File: config.mk
export PLATFORM = sky130hd
export DESIGN_NAME = voice_allocator
export DESIGN_NICKNAME = d
export VERILOG_FILES = /design/src/rtl/voice_pkg.sv /design/src/rtl/voice_slot.sv /design/src/rtl/voice_allocator.sv
export SDC_FILE = /design/constraint.sdc
export NUM_CORES = 1
export LEC_CHECK = 0
export ABC_CLOCK_PERIOD_IN_PS = 3700
export BUFFER_PORTS_ARGS = -buffer_cell sky130_fd_sc_hd__buf_2
export CELL_PAD_IN_SITES_DETAIL_PLACEMENT = 1
export CELL_PAD_IN_SITES_GLOBAL_PLACEMENT = 2
export CORE_ASPECT_RATIO = 1.5
export CORE_MARGIN = 1
export CORE_UTILIZATION = 35
export CTS_BUF_LIST = sky130_fd_sc_hd__clkbuf_8
export DETAILED_ROUTE_END_ITERATION = 7
export PLACE_DENSITY_LB_ADDON = 0.05
export SETUP_SLACK_MARGIN = 0.05
export SYNTH_ARGS = -nofsm -noshare
export SYNTH_HDL_FRONTEND = slang
export SYNTH_HIERARCHICAL = 1
export SYNTH_SLANG_ARGS = --single-unit
File: constraint.sdc
create_clock -name CLK -period 3.7 [get_ports CLK]
set_input_delay 0.37 -clock CLK [delete_from_list [all_inputs] [get_ports CLK]]
set_output_delay 0.37 -clock CLK [all_outputs]
set_load 0.1 [all_outputs]
File: src/rtl/voice_pkg.sv
// Shared widths and defaults for the polyphonic tone voice allocator.
package voice_pkg;
  localparam int TONE_W = 7;
  localparam int DUR_W = 8;
  localparam logic [TONE_W-1:0] TONE_SILENT = '0;
  localparam int NVOICE_DEF = 5;
endpackage

File: src/rtl/voice_slot.sv
// One tone voice: holds a tone code and counts down its remaining ticks.
module voice_slot
  import voice_pkg::*;
(
  input  logic              clk,
  input  logic              rst_n,
  input  logic              load_i,
  input  logic              tick_i,
  input  logic              clr_i,
  input  logic [TONE_W-1:0] tone_i,
  input  logic [DUR_W-1:0]  dur_i,
  output logic              busy_o,
  output logic [TONE_W-1:0] tone_o
);

  logic [TONE_W-1:0] tone_q, tone_d;
  logic [DUR_W-1:0]  rem_q, rem_d;

  // Load wins over the tick; the tone is dropped on the edge the count hits zero.
  always_comb begin
    tone_d = tone_q;
    rem_d  = rem_q;
    if (clr_i) begin
      tone_d = TONE_SILENT;
      rem_d  = '0;
    end else if (load_i) begin
      tone_d = tone_i;
      rem_d  = dur_i;
    end else if (tick_i && (rem_q != '0)) begin
      rem_d = rem_q - DUR_W'(1);
      if (rem_q == DUR_W'(1)) tone_d = TONE_SILENT;
    end
  end

  always_ff @(posedge clk or negedge rst_n) begin
    if (!rst_n) begin
      tone_q <= TONE_SILENT;
      rem_q  <= '0;
    end else begin
      tone_q <= tone_d;
      rem_q  <= rem_d;
    end
  end

  assign busy_o = (rem_q != '0);
  assign tone_o = tone_q;

endmodule

File: src/rtl/voice_allocator.sv
// Assigns incoming note requests to a pool of voices: retrigger, free voice,
// or round-robin steal; a shared tick counter paces the note durations.
module voice_allocator
  import voice_pkg::*;
#(
  parameter int NVOICE   = NVOICE_DEF,
  parameter int TICK_DIV = 100000
) (
  input  logic                     CLK,
  input  logic                     RST,
  input  logic                     REQ_VALID,
  output logic                     REQ_READY,
  input  logic [TONE_W-1:0]        REQ_TONE,
  input  logic [DUR_W-1:0]         REQ_DUR,
  input  logic                     STOP_ALL,
  output logic [NVOICE*TONE_W-1:0] VOICE_TONE,
  output logic [NVOICE-1:0]        VOICE_BUSY,
  output logic                     STEAL,
  output logic [2:0]               ACTIVE_CNT
);

  localparam int CNT_W = (TICK_DIV > 1) ? $clog2(TICK_DIV) : 1;
  localparam int IDX_W = (NVOICE > 1) ? $clog2(NVOICE) : 1;
  localparam logic [CNT_W-1:0] CNT_LAST = CNT_W'(TICK_DIV - 1);
  localparam logic [IDX_W-1:0] IDX_LAST = IDX_W'(NVOICE - 1);

  logic [CNT_W-1:0]  cnt_q, cnt_d;
  logic [IDX_W-1:0]  ptr_q, ptr_d;
  logic              steal_q, steal_d;
  logic              tick;
  logic              accept;
  logic              hit, free, use_steal;
  logic [IDX_W-1:0]  hit_idx, free_idx, tgt_idx;
  logic [NVOICE-1:0] load;
  logic [TONE_W-1:0] slot_tone [NVOICE];

  assign REQ_READY = RST && !STOP_ALL;
  assign accept    = REQ_VALID && REQ_READY && (REQ_TONE != TONE_SILENT) && (REQ_DUR != '0);

  always_comb begin
    tick  = (cnt_q == CNT_LAST);
    cnt_d = tick ? '0 : cnt_q + CNT_W'(1);
  end

  // Selection looks only at pre-edge busy flags, so a voice expiring this edge still counts as busy.
  always_comb begin
    hit      = 1'b0;
    hit_idx  = '0;
    free     = 1'b0;
    free_idx = '0;
    for (int i = NVOICE - 1; i >= 0; i--) begin
      if (VOICE_BUSY[i] && (slot_tone[i] == REQ_TONE)) begin
        hit     = 1'b1;
        hit_idx = IDX_W'(i);
      end
      if (!VOICE_BUSY[i]) begin
        free     = 1'b1;
        free_idx = IDX_W'(i);
      end
    end
    use_steal = !hit && !free;
    tgt_idx   = hit ? hit_idx : (free ? free_idx : ptr_q);
    for (int i = 0; i < NVOICE; i++) load[i] = accept && (tgt_idx == IDX_W'(i));
  end

  always_comb begin
    ptr_d   = ptr_q;
    steal_d = accept && use_steal;
    if (STOP_ALL) ptr_d = '0;
    else if (steal_d) ptr_d = (ptr_q == IDX_LAST) ? '0 : ptr_q + IDX_W'(1);
  end

  always_ff @(posedge CLK or negedge RST) begin
    if (!RST) begin
      cnt_q   <= '0;
      ptr_q   <= '0;
      steal_q <= 1'b0;
    end else begin
      cnt_q   <= cnt_d;
      ptr_q   <= ptr_d;
      steal_q <= steal_d;
    end
  end

  assign STEAL = steal_q;

  for (genvar g = 0; g < NVOICE; g++) begin : g_slot
    voice_slot u_slot (
      .clk    (CLK),
      .rst_n  (RST),
      .load_i (load[g]),
      .tick_i (tick),
      .clr_i  (STOP_ALL),
      .tone_i (REQ_TONE),
      .dur_i  (REQ_DUR),
      .busy_o (VOICE_BUSY[g]),
      .tone_o (slot_tone[g])
    );
    assign VOICE_TONE[g*TONE_W +: TONE_W] = slot_tone[g];
  end

  always_comb begin
    ACTIVE_CNT = '0;
    for (int i = 0; i < NVOICE; i++) ACTIVE_CNT = ACTIVE_CNT + {2'b00, VOICE_BUSY[i]};
  end

endmodule

==> impl_metrics.ini, run 1 <==
[run_status]
outcome = complete, no violations

[clocking]
numCtsBuffers = 9
cts_max_path_buffers = 2
clk_latency_ns = 0.39
cts_tree = done
clock-sinks = 96
clockRootBuffer = clkbuf_8
htreeDepth = 3
cts_hold_buf = 0
clk_pin_slew_ns = 0.11

[timing]
fin_skew_ns = 0.0143
slew_headroom_pct = 45.4
hold_viol_final = 0
rsz0062_at_grt = false
setup-violations-final = 0
max_freq_mhz = 287
slew_violations = 0
tns_ns = 0
fin_crit_sh_pct = 94.3
final.setup.worst_slack_ns = 0.210
min_period_ns = 3.49
holdWs_ns = 0.115
worst_pin_slew_ns = 0.819

[critical_path]
crit_start = g_slot[0].u_slot/rem_q[1]
r2r_start = g_slot[4].u_slot/rem_q[0]
start_kind = flop
cpMostUsedCell = ha_2
cp_data_required_time_ns = 3.33
critPathMaxStageDelay_ns = 0.53
worstRegToRegCells = 14
endpoint = ACTIVE_CNT[1]
cp_max_fo = 5
worstSetupEndpointType = output port
critPathKind = flop to output port
crit_chain = inv_1 > ha_2 > nor4b_4 > nand2_2 > fa_1 > fa_2 > ha_2 > buf_12
arrival_ns = 3.12
reg2reg_slack_ns = 0.41
r2r_end = g_slot[1].u_slot/tone_o[2]
slowest_stage = fa_1

[drt]
avgViaCountPerCell = 5.92
wl_um = 19200
firstDrtPassIters = 4
vias = 5380
final_antenna_net_count = 0
drtIter0Drc = 244
drc_errors = 0
wl_per_cell_um = 21.1

[grt]
overflow = 0
first_global_vias = 5622
antenna_found_initial = 0
grt_pass1_wl_um = 30600
grt_util_all_layers_pct = 22.8
grt_max_degree = 59

[place]
io_buffers = 63
pre_cts_slack_ns = 0.281
dpl.cell_count = 891
placed_area_um2 = 6720
place_congestion = 0.807
dp_hpwl_um = 13900

[cells_and_area]
nets = 734
layout_commonest_cell = dfrtp_1
drive_gt1_share_pct = 23.2
diodes = 0
syn2layout_area_growth_pct = 16.6
layout.cells.non_filler = 909
fillers = 1943
mostFrequentLayoutCells = 95 x dfrtp_1, 60 x nor2_1, 60 x buf_2
fin_area_um2 = 6980

[power_and_ir_drop]
powerDensity_nw_per_um2 = 480
ir_worst_vdd_mv = 0.369
p_leak_nw = 3.17

[yosys]
synth_nets = 657
avgSynthCellArea_um2 = 9.70
synthArstFlopShare_pct = 100
synth_area_um2 = 5980
synthFlopType = dfrtp_1
synth_cell_type_count = 52
seq_area_frac_synth_pct = 40.1
synth_edf_count = 0
ys_seq_elements = 96
synthCells = 617
ys_warn_count = 6

[floorplanning]
initial_core_util_pct = 35.7
die_h_um = 162
core-area_um2 = 16800
die_area_um2 = 17600
ios = 64
die_w_um = 109
num_rows = 58

[hold_path]
hold_class = input port to async pin

[flow_run]
maxCapViolCount = 0
## critical path: cells and delay by family, from the launching register on
family,cells,cell delay (ns)
flops,1,0.41
simple gates,2,0.52
fa+ha+maj,4,1.49
buf+inv,2,0.31
## per-stage QoR
stage / power [mW] / utilization, %
floorplan: 2.24 / -
global placement: 2.57 / 40.1
detailed placement: 2.59 / 40.1
CTS: 3.35 / 41.3
global route: 3.52 / 41.6
finish: 3.35 / 41.6
## layout make-up
type	count	area [um^2]	area share [%]
repair buffers	94	581	8.32
inverters	44	165	2.37
well taps	210	263	3.77
flip-flops and latches	96	2400	34.5
clock buffers	10	138	1.97
multi-input cells	449	3370	48.3
clock inverters	6	57.6	0.825
## timing repair
item / CTS / global route
endpoints found under the setup margin: 3 / 24
pin swaps: 0 / 1
setup buffers: 0 / 2
gates resized for setup: 2 / 6
## cell families (layout without fill, tap and decap cells)
group | after synthesis | count (layout) | share of synthesized area (%)
adder cells (fa/ha/maj) | 21 | 21 | 4.64
multiplexers | 1 | 1 | 0.188
buffers and inverters | 72 | 154 | 5.33
flip-flops | 96 | 96 | 40.1
AO/OA/AOI/OAI | 153 | 153 | 21.2
AND/OR/NAND/NOR | 225 | 225 | 21.3
XOR/XNOR | 49 | 49 | 7.17
## how the worst min path moves through the flow
stage	startpoint	endpoint	slack [ns]	depth (start not counted)
after floorplan	RST	STEAL	0.07	0
final	RST	g_slot[1].u_slot/rem_q[1]	0.11	2
after CTS	RST	STEAL	0.13	2
after global routing	RST	STEAL	0.14	2
after global placement	cnt_q[0]	cnt_q[0]	0.47	1
after detailed placement	cnt_q[6]	cnt_q[6]	0.48	1
## flip-flops by register name (all words and copies together) (netlist names)
signal                cells
STEAL                     1
g_slot.u_slot/tone_o     35
g_slot.u_slot/rem_q      40
cnt_q                    17
ptr_q                     3
## routing by layer
layer	part of all wire (%)	wire length, um	vias up	track usage [%]
met2	51	9700	103	39.6
met1	44	8400	2767	28.3
met5	0	0	-	0
li1	-	-	2488	-
met4	2.3	445	0	8.48
met3	3.2	623	22	3.33
## power by group
| part | total (mW) | internal [mW] | switching (mW) |
|---|---|---|---|
| registers | 1.17 | 1.10 | 0.0758 |
| clock network | 0.727 | 0.282 | 0.446 |
| logic | 1.45 | 0.385 | 1.06 |
## cells in the mapped netlist (all sizes together) (2+ instances only)
master | n | area, um^2
fa | 2 | 40.0
a41oi | 10 | 87.6
a2111oi | 10 | 119
a22o | 35 | 307
a311oi | 5 | 43.8
a21boi | 6 | 45.0
and4 | 2 | 17.5
nand3b | 5 | 37.5
nand3 | 9 | 45.0
nor4 | 23 | 150
a221oi | 15 | 131
o21ai | 7 | 35.0
o2111ai | 20 | 175
nor3 | 8 | 40.0
and3 | 3 | 18.8
nor2 | 60 | 225
o211ai | 5 | 37.5
xor2 | 29 | 254
o31ai | 2 | 15.0
nor2b | 7 | 43.8
nand2 | 39 | 146
clkbuf | 16 | 60.1
o211a | 5 | 50.1
a21oi | 19 | 95.1
ha | 19 | 238
or4b | 15 | 169
nand4 | 12 | 75.1
buf | 12 | 93.8
nand2b | 3 | 18.8
o41ai | 5 | 43.8
a211o | 5 | 43.8
dfrtp | 96 | 2400
nor3b | 2 | 15.0
or3 | 7 | 48.8
nor4b | 6 | 52.6
or4 | 11 | 82.6
or2 | 11 | 68.8
xnor2 | 20 | 175
inv | 44 | 165
(Power assumes the default switching activity.)
==> inputs of run 2 (changes only) <==
- ABC_CLOCK_PERIOD_IN_PS: 3700 -> 4250
- MAX_ROUTING_LAYER: not set -> met4
- clock period: 3.7 -> 4.25 ns (I/O delays scaled with it)
==> run 2 against run 1 <==
Largest power group unchanged. Sequential share of layout area up 0.62 points. Die area unchanged. Largest cell class unchanged. Critical path depth did not move. Routed wire length increased by 1.1%. Clock power down 10%. Worst setup slack improved by 0.076 ns. Via count is 2.6% lower. Combinational power is 19% lower. Non-clock buffer count fell by 7. Register-to-register slack improved by 0.15 ns. Final cell count fell by 0.77%.
==> impl_metrics.ini, run 2 (synthesis gave the netlist of run 1 again) <==
[run_status]
outcome = complete, no violations

[place]
io_buffers = 63
dp_hpwl_um = 14100
place_congestion = 0.838
dpl.cell_count = 886

[floorplanning]
num_rows = 58
die_w_um = 109
core-area_um2 = 16800
ios = 64
initial_core_util_pct = 35.7
die_area_um2 = 17600
die_h_um = 162

[critical_path]
critPathMaxStageDelay_ns = 0.51
slowest_stage = fa_1
crit_family = adder cells
cp_data_required_time_ns = 3.83
critPathBufInv = 2
r2r_start = g_slot[2].u_slot/rem_q[0]
r2r_end = g_slot[1].u_slot/tone_o[6]
critPathKind = flop to output port
path_depth = 8
crit_chain = inv_1 > ha_1 > nor4b_2 > nand2_2 > fa_1 > fa_1 > ha_1 > buf_2
worstSetupEndpointType = output port
worstRegToRegCells = 13
cp_max_fo = 6
reg2reg_slack_ns = 0.56
start_kind = flop
arrival_ns = 3.54

[clocking]
post_cts_buffers = 0
clk_pin_slew_ns = 0.11
cts_max_path_buffers = 2
cts_resized = 1
numCtsBuffers = 9
htreeDepth = 3
cts_tree = done
clockRootBuffer = clkbuf_8
clk_latency_ns = 0.39
clock-sinks = 96
cts_hold_buf = 0

[cells_and_area]
nets = 727
fin_util_pct = 40.9
regMostFlops = g_slot.u_slot/rem_q
largest_reg_flops = 40
fillers = 1924
layout_commonest_cell = dfrtp_1
diodes = 0
syn2layout_area_growth_pct = 14.4
drive_gt1_share_pct = 21.0
mostFrequentLayoutCells = 96 x dfrtp_1, 62 x buf_2, 60 x nor2_1
layout.cells.non_filler = 902

[timing]
rsz0062_at_grt = false
fin_skew_ns = 0.0123
slew_violations = 0
slew_headroom_pct = 47.2
min_period_ns = 3.96
setup-violations-final = 0
hold_viol_final = 0
worst_pin_slew_ns = 0.792
max_freq_mhz = 252
tns_ns = 0
fin_crit_sh_pct = 93.3

[power_and_ir_drop]
p_leak_nw = 3.09
ir_worst_vdd_mv = 0.537
powerDensity_nw_per_um2 = 417

[drt]
final_antenna_net_count = 0
avgViaCountPerCell = 5.81
vias = 5242
drc_errors = 0
drtIter0Drc = 251
firstDrtPassIters = 4
wl_per_cell_um = 21.5
wl_um = 19400

[grt]
overflow = 0
antenna_found_initial = 0
first_global_vias = 5628
grt_util_all_layers_pct = 23.9
grt_pass1_wl_um = 31100
grt_max_degree = 68

[flow_run]
maxCapViolCount = 0

[hold_path]
hold_class = input port to async pin
[run 2: layout make-up]
type	instances	area [um^2]	area share, %
Clock buffer	9	124	1.81
Timing Repair Buffer	87	510	7.45
Multi-Input combinational cell	449	3300	48.2
Inverter	44	165	2.41
Clock inverter	7	80.1	1.17
Tap cell	210	263	3.84
Sequential cell	96	2400	35.1
[run 2: routing by layer]
metal,track usage [%],share of wire [%]
met5,-,0
met4,7.74,2.0
met3,3.17,3.1
met2,41.4,51
met1,28.1,44
[run 2: worst max path at each step]
stage	slack, ns	start	endpoint
2_1_floorplan	0.08	g_slot[4].u_slot/rem_q[0]	g_slot[4].u_slot/rem_q[6]
3_3_place_gp	0.30	g_slot[2].u_slot/rem_q[0]	g_slot[1].u_slot/tone_o[6]
3_5_place_dp	0.17	g_slot[2].u_slot/rem_q[0]	g_slot[1].u_slot/tone_o[6]
4_1_cts	0.16	g_slot[2].u_slot/rem_q[0]	g_slot[1].u_slot/tone_o[6]
5_1_grt	0.11	g_slot[1].u_slot/rem_q[0]	ACTIVE_CNT[1]
6_report	0.29	g_slot[1].u_slot/rem_q[0]	ACTIVE_CNT[1]
[run 2: stage by stage]
stage	power, mW	cell area (um^2)	hold slack, ns	setup WS, ns
after floorplan	1.92	5990	0.129	0.0805
after global placement	2.21	6630	0.475	0.301
after detailed placement	2.22	6630	0.483	0.167
after CTS	2.89	6840	0.173	0.160
after global routing	3.00	6850	0.197	0.105
final	2.86	6850	0.179	0.286
[run 2: power by group]
part	switching, mW	leakage [nW]	internal, mW
clock	0.373	0.108	0.281
sequential	0.0631	1.32	0.955
combinational	0.917	1.66	0.266
total	1.35	3.09	1.50
